### config.mk
export PLATFORM = sky130hd
export DESIGN_NAME = frame_builder_flat
export DESIGN_NICKNAME = d
export VERILOG_FILES = /design/src/rtl/frame_builder_pkg.sv /design/src/rtl/frame_builder_if.sv /design/src/rtl/frame_builder_crc8_update.sv /design/src/rtl/frame_builder.sv /design/src/flat_wrapper.sv
export SDC_FILE = /design/constraint.sdc
export NUM_CORES = 1
export LEC_CHECK = 0
export CAP_MARGIN = 20
export CORE_UTILIZATION = 70
export CTS_BUF_LIST = sky130_fd_sc_hd__clkbuf_8
export CTS_CLUSTER_DIAMETER = 120
export CTS_CLUSTER_SIZE = 8
export DETAILED_ROUTE_END_ITERATION = 10
export DONT_BUFFER_PORTS = 1
export GPL_ROUTABILITY_DRIVEN = 0
export PLACE_DENSITY = 0.86
export SLEW_MARGIN = 20
export SYNTH_ARGS = -nofsm -noshare
export SYNTH_HDL_FRONTEND = slang
export SYNTH_SLANG_ARGS = --single-unit
### constraint.sdc
create_clock -name clk -period 7 [get_ports clk]
set_input_delay 1.4 -clock clk [delete_from_list [all_inputs] [get_ports clk]]
set_output_delay 1.4 -clock clk [all_outputs]
set_load 0.005 [all_outputs]
### src/rtl/frame_builder_pkg.sv
// Shared frame protocol definitions: SOF byte, status codes, cmd bit-fields, FSM states.
// Used by both the response frame builder and the frame parser.
package frame_builder_pkg;

    localparam logic [7:0] SOF_DEVICE_TO_HOST = 8'h5A;

    localparam logic [7:0] STATUS_OK         = 8'h00;
    localparam logic [7:0] STATUS_CRC_ERR    = 8'h01;
    localparam logic [7:0] STATUS_CMD_INV    = 8'h02;
    localparam logic [7:0] STATUS_ADDR_ALIGN = 8'h03;
    localparam logic [7:0] STATUS_TIMEOUT    = 8'h04;
    localparam logic [7:0] STATUS_LEN_RANGE  = 8'h07;

    localparam int CMD_READ_BIT = 7;
    localparam int CMD_SIZE_LSB = 4;

    typedef enum logic [2:0] {
        IDLE,
        SOF,
        STATUS,
        CMD,
        DATA,
        CRC,
        DONE
    } frame_state_t;

    // Payload bytes carried by a response: only successful reads return data.
    function automatic logic [2:0] data_len(input logic [7:0] status, input logic [7:0] cmd);
        logic [2:0] n;
        n = 3'd0;
        if (cmd[CMD_READ_BIT] && status == STATUS_OK) begin
            case (cmd[CMD_SIZE_LSB +: 2])
                2'b00:   n = 3'd1;
                2'b01:   n = 3'd2;
                2'b10:   n = 3'd4;
                default: n = 3'd0;
            endcase
        end
        return n;
    endfunction

endpackage

### src/rtl/frame_builder_if.sv
// Request / TX FIFO bundle between a requester and the frame builder.
// master drives the request and FIFO status; slave is the builder.
interface frame_builder_if;
    logic        build_req;
    logic [7:0]  status_code;
    logic [7:0]  cmd_echo;
    logic [31:0] read_data;
    logic        tx_fifo_full;
    logic        tx_fifo_wr_en;
    logic [7:0]  tx_fifo_data;
    logic        busy;
    logic        frame_done;

    modport master (
        output build_req, status_code, cmd_echo, read_data, tx_fifo_full,
        input  tx_fifo_wr_en, tx_fifo_data, busy, frame_done
    );

    modport slave (
        input  build_req, status_code, cmd_echo, read_data, tx_fifo_full,
        output tx_fifo_wr_en, tx_fifo_data, busy, frame_done
    );
endinterface

### src/rtl/frame_builder_crc8_update.sv
// One-byte CRC-8 step (MSB first, no reflection); purely combinational.
// Latency 0; no flow control.
module crc8_update #(
    parameter logic [7:0] CRC_POLY = 8'h07
) (
    input  logic [7:0] crc_in,
    input  logic [7:0] byte_in,
    output logic [7:0] crc_out
);
    logic [7:0] c;

    always_comb begin
        c = crc_in ^ byte_in;
        for (int i = 0; i < 8; i++) begin
            c = c[7] ? ((c << 1) ^ CRC_POLY) : (c << 1);
        end
        crc_out = c;
    end
endmodule

### src/rtl/frame_builder.sv
// Builds a response frame SOF/STATUS/CMD/data/CRC8 into a byte TX FIFO.
// Latency 1 cycle from accept to SOF; stalls on tx_fifo_full holding the current byte.
module frame_builder #(
    parameter logic [7:0] SOF_DEVICE_TO_HOST = frame_builder_pkg::SOF_DEVICE_TO_HOST,
    parameter logic [7:0] CRC_POLY           = 8'h07
) (
    input  logic           clk,
    input  logic           rst_n,
    frame_builder_if.slave bus
);
    import frame_builder_pkg::*;

    frame_state_t state;
    logic [7:0]   status_q;
    logic [7:0]   cmd_q;
    logic [31:0]  data_q;
    logic [7:0]   crc_q;
    logic [2:0]   cnt_q;
    logic         busy_q;
    logic         done_q;

    logic [2:0]   n_data;
    logic         emit;
    logic         wr;
    logic [7:0]   cur_byte;
    logic [7:0]   data_byte;
    logic [7:0]   crc_next;

    assign n_data = data_len(status_q, cmd_q);
    assign emit   = (state == SOF) || (state == STATUS) || (state == CMD) ||
                    (state == DATA) || (state == CRC);
    // Write strobe must see tx_fifo_full in the same cycle, so it is a decode, not a flop.
    assign wr     = emit && !bus.tx_fifo_full;

    always_comb begin
        case (cnt_q[1:0])
            2'd0:    data_byte = data_q[7:0];
            2'd1:    data_byte = data_q[15:8];
            2'd2:    data_byte = data_q[23:16];
            default: data_byte = data_q[31:24];
        endcase
    end

    always_comb begin
        cur_byte = 8'h00;
        case (state)
            SOF:     cur_byte = SOF_DEVICE_TO_HOST;
            STATUS:  cur_byte = status_q;
            CMD:     cur_byte = cmd_q;
            DATA:    cur_byte = data_byte;
            CRC:     cur_byte = crc_q;
            default: cur_byte = 8'h00;
        endcase
    end

    crc8_update #(.CRC_POLY(CRC_POLY)) u_crc (
        .crc_in  (crc_q),
        .byte_in (cur_byte),
        .crc_out (crc_next)
    );

    always_ff @(posedge clk or negedge rst_n) begin
        if (!rst_n) begin
            state    <= IDLE;
            status_q <= 8'h00;
            cmd_q    <= 8'h00;
            data_q   <= 32'h0;
            crc_q    <= 8'h00;
            cnt_q    <= 3'd0;
            busy_q   <= 1'b0;
            done_q   <= 1'b0;
        end else begin
            case (state)
                IDLE: begin
                    if (bus.build_req) begin
                        status_q <= bus.status_code;
                        cmd_q    <= bus.cmd_echo;
                        data_q   <= bus.read_data;
                        crc_q    <= 8'h00;
                        cnt_q    <= 3'd0;
                        busy_q   <= 1'b1;
                        state    <= SOF;
                    end
                end
                SOF: begin
                    if (wr) state <= STATUS;
                end
                STATUS: begin
                    if (wr) begin
                        crc_q <= crc_next;
                        state <= CMD;
                    end
                end
                CMD: begin
                    if (wr) begin
                        crc_q <= crc_next;
                        state <= (n_data == 3'd0) ? CRC : DATA;
                    end
                end
                DATA: begin
                    if (wr) begin
                        crc_q <= crc_next;
                        if (cnt_q == n_data - 3'd1) state <= CRC;
                        else                        cnt_q <= cnt_q + 3'd1;
                    end
                end
                CRC: begin
                    if (wr) begin
                        done_q <= 1'b1;
                        state  <= DONE;
                    end
                end
                DONE: begin
                    done_q <= 1'b0;
                    busy_q <= 1'b0;
                    state  <= IDLE;
                end
                default: state <= IDLE;
            endcase
        end
    end

    assign bus.tx_fifo_wr_en = wr;
    assign bus.tx_fifo_data  = wr ? cur_byte : 8'h00;
    assign bus.busy          = busy_q;
    assign bus.frame_done    = done_q;
endmodule

### src/flat_wrapper.sv
// flat-port wrapper written by rule: the top's interface ports become plain ports
module frame_builder_flat import frame_builder_pkg::*;
#(
    parameter logic [7:0] SOF_DEVICE_TO_HOST = frame_builder_pkg::SOF_DEVICE_TO_HOST,
    parameter logic [7:0] CRC_POLY           = 8'h07
)
  (clk, rst_n, bus_build_req, bus_status_code, bus_cmd_echo, bus_read_data, bus_tx_fifo_full, bus_tx_fifo_wr_en, bus_tx_fifo_data, bus_busy, bus_frame_done);
  frame_builder_if bus_i ();
  input  logic clk;
  input  logic rst_n;
  input wire logic [$bits(bus_i.build_req)-1:0] bus_build_req;
  input wire logic [$bits(bus_i.status_code)-1:0] bus_status_code;
  input wire logic [$bits(bus_i.cmd_echo)-1:0] bus_cmd_echo;
  input wire logic [$bits(bus_i.read_data)-1:0] bus_read_data;
  input wire logic [$bits(bus_i.tx_fifo_full)-1:0] bus_tx_fifo_full;
  output wire logic [$bits(bus_i.tx_fifo_wr_en)-1:0] bus_tx_fifo_wr_en;
  output wire logic [$bits(bus_i.tx_fifo_data)-1:0] bus_tx_fifo_data;
  output wire logic [$bits(bus_i.busy)-1:0] bus_busy;
  output wire logic [$bits(bus_i.frame_done)-1:0] bus_frame_done;
  assign bus_i.build_req = bus_build_req;
  assign bus_i.status_code = bus_status_code;
  assign bus_i.cmd_echo = bus_cmd_echo;
  assign bus_i.read_data = bus_read_data;
  assign bus_i.tx_fifo_full = bus_tx_fifo_full;
  assign bus_tx_fifo_wr_en = bus_i.tx_fifo_wr_en;
  assign bus_tx_fifo_data = bus_i.tx_fifo_data;
  assign bus_busy = bus_i.busy;
  assign bus_frame_done = bus_i.frame_done;
  frame_builder #(.SOF_DEVICE_TO_HOST(SOF_DEVICE_TO_HOST), .CRC_POLY(CRC_POLY)) u_core (.clk(clk), .rst_n(rst_n), .bus(bus_i));
endmodule
==> results of run 1 <==
==> flip-flops by register name, indices dropped and copies added (netlist names) <==
register,flops
u_core.data_q,32
u_core.cmd_q,8
u_core.crc_q,8
u_core.status_q,8
u_core.cnt_q,3
u_core.state,3
u_core.bus.busy,1
u_core.bus.frame_done,1
==> power breakdown <==
part	switching, mW	leakage, nW	internal [mW]
Sequential	0.178	0.796	0.540
Clock	0.147	0.0962	0.161
Combinational	0.631	0.979	0.446
Total	0.956	1.87	1.15
==> metrics by stage <==
| step | hold WS, ns | worst slack, ns | instance area [sq um] |
|---|---|---|---|
| finish | 0.4799 | 3.019 | 3949 |
| global placement | 0.4568 | 3.260 | 3761 |
| floorplan | 0.4379 | 3.290 | 3765 |
| CTS | 0.4792 | 3.089 | 3949 |
| detailed placement | 0.4632 | 3.224 | 3761 |
| global route | 0.5122 | 2.879 | 3949 |
==> placed cells by master, fill, tap and decap left out, types with 9 or more instances in the layout <==
cell / Yosys / final
sky130_fd_sc_hd__a21oi_1: 14 / 14
sky130_fd_sc_hd__inv_1: 14 / 15
sky130_fd_sc_hd__a211oi_1: 9 / 9
sky130_fd_sc_hd__nand2_1: 157 / 157
sky130_fd_sc_hd__o21ai_0: 17 / 17
sky130_fd_sc_hd__dfrtp_1: 64 / 64
sky130_fd_sc_hd__clkbuf_8: 0 / 9
sky130_fd_sc_hd__xnor2_1: 9 / 9
sky130_fd_sc_hd__nor2_1: 22 / 22
sky130_fd_sc_hd__mux2i_1: 10 / 10
==> logic make-up (layout without fill, tap and decap cells) <==
logic type / Yosys count / count (layout)
compound gates: 87 / 87
xor+xnor: 15 / 15
fa+ha+maj: 8 / 8
buf+inv: 39 / 33
flops: 64 / 64
mux: 11 / 11
simple gates: 230 / 230
==> worst max-delay path, stage by stage (launching register included) <==
cell and delay (ns):
sky130_fd_sc_hd__dfrtp_1 0.81, sky130_fd_sc_hd__inv_1 0.28, sky130_fd_sc_hd__nor3_1 0.79, sky130_fd_sc_hd__a211oi_1 0.17
sky130_fd_sc_hd__nor2_1 0.19
==> how the worst min path moves through the flow <==
stage,end,depth (start not counted)
finish,u_core.data_q[8],2
global route,u_core.data_q[19],2
CTS,u_core.data_q[1],2
detailed placement,u_core.data_q[1],2
global placement,u_core.data_q[23],2
floorplan,u_core.cmd_q[6],2
==> final cells by class <==
class / instances / area, sq um / area share
Clock buffer: 9 / 123.9 / 0.03137
Clock inverter: 7 / 63.81 / 0.01616
Inverter: 14 / 52.55 / 0.01331
Multi-Input combinational cell: 351 / 1997 / 0.5057
Sequential cell: 64 / 1602 / 0.4056
Tap cell: 70 / 87.58 / 0.02218
Timing Repair Buffer: 3 / 22.52 / 0.005703
==> synth_stat cells, drive strengths merged (3+ instances only) <==
| library cell | n | area, sq um |
|---|---|---|
| nor2 | 22 | 82.58 |
| nand3 | 7 | 35.03 |
| a21oi | 15 | 78.83 |
| ha | 8 | 100.1 |
| clkbuf | 16 | 60.06 |
| nand2b | 4 | 25.02 |
| nor2b | 7 | 43.79 |
| o31ai | 3 | 22.52 |
| buf | 9 | 58.80 |
| nand2 | 157 | 589.3 |
| xor2 | 5 | 43.79 |
| a221oi | 4 | 47.55 |
| o21ai | 21 | 105.1 |
| mux2i | 10 | 100.1 |
| xnor2 | 9 | 78.83 |
| or3b | 4 | 37.54 |
| o31a | 3 | 26.28 |
| inv | 14 | 52.55 |
| a222oi | 5 | 50.05 |
| dfrtp | 64 | 1602 |
| a22oi | 4 | 30.03 |
| and2 | 5 | 31.28 |
| nand4 | 3 | 18.77 |
| a211oi | 11 | 92.58 |
| nor3 | 6 | 30.03 |
==> metal layers <==
metal / routed length, um / share of wire / GRT usage
met1: 3764 / 0.43 / 0.4411
met2: 3991 / 0.46 / 0.5179
met3: 646 / 0.075 / 0.07143
met4: 264 / 0.030 / 0.1481
met5: 0 / 0 / 0
==> results.py, run 1 <==
metrics = {
    "run_status": {
        "run_status": "complete, no violations",
    },
    "die": {
        "chipHeight_um": 75.34,
        "fp.coreArea_sq_um": 5140,
        "initial_core_util": 0.7325,
        "die_width_um": 75.34,
        "num_rows": 26,
        "die_area_sq_um": 5675,
        "floorplan.io_pins": 63,
    },
    "sta": {
        "finClkSkew_ns": 0.009154,
        "fin_tns_setup_ns": 0,
        "unrepaired_setup_endpoints_after_global_routing": "false",
        "finalSetupViolCount": 0,
        "fmax_ghz": 0.2512,
        "worst_slew_margin_rel": 0.3961,
        "max_slew.worst_pin.slew_ns": 0.8989,
        "timing.final.max_slew_violations": 0,
        "finalWorstPathRequiredPeriod_ns": 3.981,
        "post-route-period-util": 0.5687,
        "final_hold_viol_count": 0,
    },
    "pwr": {
        "powerDensity_nw_per_um2": 532.5,
        "vdd_drop_max_v": 0.0002490,
        "fin_total_pwr_mw": 2.103,
        "leakagePower_nw": 1.871,
    },
    "critical_path": {
        "crit_path_start_kind": "register",
        "r2r_setup_slack_ns": 3.86,
        "path_class": "register to output pin",
        "endpoint": "bus_tx_fifo_data[7]",
        "cp.arrival_ns": 2.58,
        "required_ns": 5.60,
        "crit_fanout": 21,
        "r2r-start": "u_core.state[0]",
        "worst-r2r-cell-count": 7,
        "crit_start": "u_core.state[0]",
        "reg2reg_to": "u_core.crc_q[4]",
        "end_kind": "output pin",
    },
    "synthesis": {
        "synth_top_family_by_area": "simple AND/OR/NAND/NOR gates",
        "synth.distinct_cells": 60,
        "ys_warn_count": 0,
        "synth_seq_area_share": 0.4254,
        "yosys.area_share.adder": 0.02659,
        "synth.net_count": 514,
        "synth_compound_area_frac": 0.1675,
        "syn_area_per_cell_sq_um": 8.293,
        "synth_area_sq_um": 3765,
        "synth_simple_gate_area_share": 0.2669,
        "yosys_register_bits": 64,
        "yosys_most_used_dff": "sky130_fd_sc_hd__dfrtp_1",
        "synth-edff-count": 0,
        "synth_async_sr_flop_share": 1.000,
        "synthXorXnorAreaFrac": 0.03855,
        "number_of_cells_produced_by_synthesis": 454,
        "synthMuxAreaShare": 0.02958,
    },
    "flow_run": {
        "maxCapViolCount": 0,
    },
    "clock_tree": {
        "clk_latency_ns": 0.34,
        "post_cts_repair_timing_setup_buffer_count": 0,
        "tritoncts": "yes",
        "numClockSinks": 64,
        "cts_made_buffers": 9,
        "ctsRootBufferMaster": "sky130_fd_sc_hd__clkbuf_8",
        "number_of_hold_repair_buffers_added_at_the_cts_stage": 0,
        "cts_resized": 0,
        "clk_transition_reported_paths_ns": 0.07,
        "cts_buffer_depth": 2,
        "htree_levels": 3,
    },
    "grt": {
        "grt_pass1_wl_um": 13610,
        "antenna_violations_before_repair": 0,
        "grt_remaining_overflow": 0,
        "grt_pass1_vias": 2925,
        "grt_use_total": 0.3289,
        "largest_net_degree_at_the_start_of_global_routing": 65,
    },
    "final_layout": {
        "layout-area-overhead-vs-synth_pct": 4.885,
        "num-nets-final": 503,
        "final_cells": 518,
        "postLayoutCoreUtil": 0.7683,
        "proportion_of_layout_cells_with_a_drive_suffix_above_1": 0.06250,
        "antenna_cells": 0,
        "layout.filler_cells": 400,
    },
    "drt": {
        "vias_per_cell": 6.319,
        "first_drt_pass_iteration_count": 5,
        "drc_errors": 0,
        "number_of_drc_markers_after_the_initial_detailed_route_iteration": 235,
        "drt.antenna.violating_nets": 0,
        "detail_route.wirelength_um": 8666,
        "vias": 3273,
        "wl_per_cell_um": 16.73,
    },
    "placement": {
        "port_buffers": 0,
        "place.detailed.instances": 502,
        "place.detailed.hpwl_um": 6166,
    },
    "min_path": {
        "hold_class": "register to register",
        "hold_path.startpoint": "u_core.data_q[8]",
    },
}
Power figures use the tool's default switching activity.
==> run 2, diff against run 1 <==
- CORE_UTILIZATION: 70 -> 60
- PLACE_DENSITY: 0.86 -> 0.79
- clock period: 7 -> 3.39 ns (I/O delays scaled with it)
==> run 2 against run 1 <==
Flip-flop and latch count unchanged. Final cell count increased by 2.5%. Die area rose by 16%. Sequential power rose by 100%. Critical path type unchanged. Highest routed layer unchanged.
==> results.py, run 2 (synthesis results as in run 1) <==
metrics = {
    "run_status": {
        "run_status": "complete, no violations",
    },
    "sta": {
        "fin_tns_setup_ns": 0,
        "final_hold_viol_count": 0,
        "finalSetupViolCount": 0,
        "fmax_ghz": 0.3279,
        "max_slew.worst_pin.slew_ns": 0.5856,
        "post-route-period-util": 0.8996,
        "worst_hold_slack_across_all_endpoints_ns": 0.01765,
        "worst_slew_margin_rel": 0.6096,
        "timing.final.max_slew_violations": 0,
        "unrepaired_setup_endpoints_after_global_routing": "false",
        "finClkSkew_ns": 0.01014,
        "finalWorstPathRequiredPeriod_ns": 3.050,
    },
    "grt": {
        "largest_net_degree_at_the_start_of_global_routing": 65,
        "antenna_violations_before_repair": 0,
        "grt_pass1_wl_um": 14660,
        "grt_use_total": 0.2994,
        "grt_pass1_vias": 3065,
        "grt_remaining_overflow": 0,
    },
    "critical_path": {
        "cp.arrival_ns": 2.37,
        "crit_fanout": 19,
        "r2r-start": "u_core.state[1]",
        "path_delay_family": "simple AND/OR/NAND/NOR gates",
        "end_kind": "output pin",
        "required_ns": 2.71,
        "reg2reg_to": "u_core.crc_q[2]",
        "worstSetupPathDepth": 4,
        "endpoint": "bus_tx_fifo_data[0]",
        "path_class": "register to output pin",
        "crit_path_cell_trace": "or3b_1 -> a211oi_1 -> nor2_1 -> a21oi_1",
        "crit_start": "u_core.state[1]",
        "crit_path_start_kind": "register",
        "worst-r2r-cell-count": 8,
        "crit_slowest_cell": "sky130_fd_sc_hd__or3b_1",
        "max_stage_delay_ns": 0.63,
        "critPathBufInv": 0,
        "r2r_setup_slack_ns": 0.48,
    },
    "drt": {
        "vias_per_cell": 6.087,
        "drt.antenna.violating_nets": 0,
        "vias": 3232,
        "detail_route.wirelength_um": 8859,
        "first_drt_pass_iteration_count": 5,
        "drc_errors": 0,
        "wl_per_cell_um": 16.68,
        "number_of_drc_markers_after_the_initial_detailed_route_iteration": 297,
    },
    "final_layout": {
        "layout.filler_cells": 482,
        "antenna_cells": 0,
        "layout-area-overhead-vs-synth_pct": 7.311,
        "finish.instance_area_sq_um": 4040,
        "proportion_of_layout_cells_with_a_drive_suffix_above_1": 0.07456,
        "num-nets-final": 511,
        "largest_register_ff_count": 32,
        "most_common_cell_after_layout_fill_and_taps_aside": "sky130_fd_sc_hd__nand2_1",
        "multi_input_comb_area_sq_um": 1997,
        "ff_latch_area_sq_um": 1602,
        "most-common-layout-cells": "sky130_fd_sc_hd__nand2_1, sky130_fd_sc_hd__dfrtp_1, sky130_fd_sc_hd__nor2_1",
        "largest-register": "u_core.data_q",
    },
    "clock_tree": {
        "numClockSinks": 64,
        "cts_buffer_depth": 2,
        "cts_made_buffers": 9,
        "tritoncts": "yes",
        "ctsRootBufferMaster": "sky130_fd_sc_hd__clkbuf_8",
        "clk_transition_reported_paths_ns": 0.08,
        "post_cts_repair_timing_setup_buffer_count": 0,
        "htree_levels": 3,
        "clk_latency_ns": 0.35,
    },
    "die": {
        "die_width_um": 81.22,
        "initial_core_util": 0.6284,
        "fp.coreArea_sq_um": 5991,
        "chipHeight_um": 81.22,
        "floorplan.io_pins": 63,
        "die_area_sq_um": 6596,
        "num_rows": 28,
    },
    "placement": {
        "port_buffers": 0,
        "place.detailed.hpwl_um": 6333,
        "post_dp_cell_area_sq_um": 3805,
    },
    "pwr": {
        "powerDensity_nw_per_um2": 1093,
        "leakagePower_nw": 1.911,
        "vdd_drop_max_v": 0.0005927,
    },
    "flow_run": {
        "maxCapViolCount": 0,
    },
    "min_path": {
        "hold_class": "primary input to asynchronous set/reset pin",
    },
}
run 2: worst register-to-register path, cell delays in order, from the launching register on:
cell and delay (ns):
sky130_fd_sc_hd__dfrtp_1 0.70, sky130_fd_sc_hd__inv_1 0.22, sky130_fd_sc_hd__ha_1 0.41, sky130_fd_sc_hd__and2_1 0.26, sky130_fd_sc_hd__or4_1 0.57, sky130_fd_sc_hd__o2111ai_2 0.13, sky130_fd_sc_hd__a21boi_1 0.17, sky130_fd_sc_hd__o211ai_1 0.20
sky130_fd_sc_hd__o311ai_1 0.11
run 2: worst min path at each step:
stage,startpoint,end
floorplan,rst_n,u_core.bus.busy
global placement,rst_n,u_core.data_q[20]
detailed placement,rst_n,u_core.data_q[14]
CTS,rst_n,u_core.data_q[29]
global route,rst_n,u_core.cmd_q[5]
finish,rst_n,u_core.cmd_q[5]
run 2: area by class of cell:
type                            count  share of cell area
Sequential cell                    64              0.3964
Clock buffer                       10             0.03407
Multi-Input combinational cell    351              0.4943
Inverter                           14             0.01301
Tap cell                           75             0.02323
Timing Repair Buffer               11             0.02230
Clock inverter                      6             0.01672
run 2: report_power, final:
group | switching, mW | leakage [nW] | internal, mW
Sequential | 0.336 | 0.796 | 1.12
Clock | 0.320 | 0.0989 | 0.362
Combinational | 1.33 | 1.02 | 0.951
Total | 1.98 | 1.91 | 2.43
run 2: per-stage QoR:
step	power, mW	instances	setup slack, ns	util
3_5_place_dp	3.703	512	0.5427	0.6351
4_1_cts	4.388	528	0.3471	0.6694
2_1_floorplan	3.235	454	0.9360	-
5_1_grt	4.776	531	0.1802	0.6744
3_3_place_gp	3.625	512	0.6517	0.6351
6_report	4.414	531	0.3404	0.6744
run 2: metal layers:
layer,global-route usage,wire length [um],up-vias
li1,-,-,1555
met1,0.4231,4170,1546
met2,0.4471,4020,112
met3,0.05730,473,19
met4,0.1286,194,0
met5,0,0,-
run 2: timing repair:
item                      CTS  global route
resized for setup           0             0
hold buffers                0             3
hold endpoints to repair    0             9
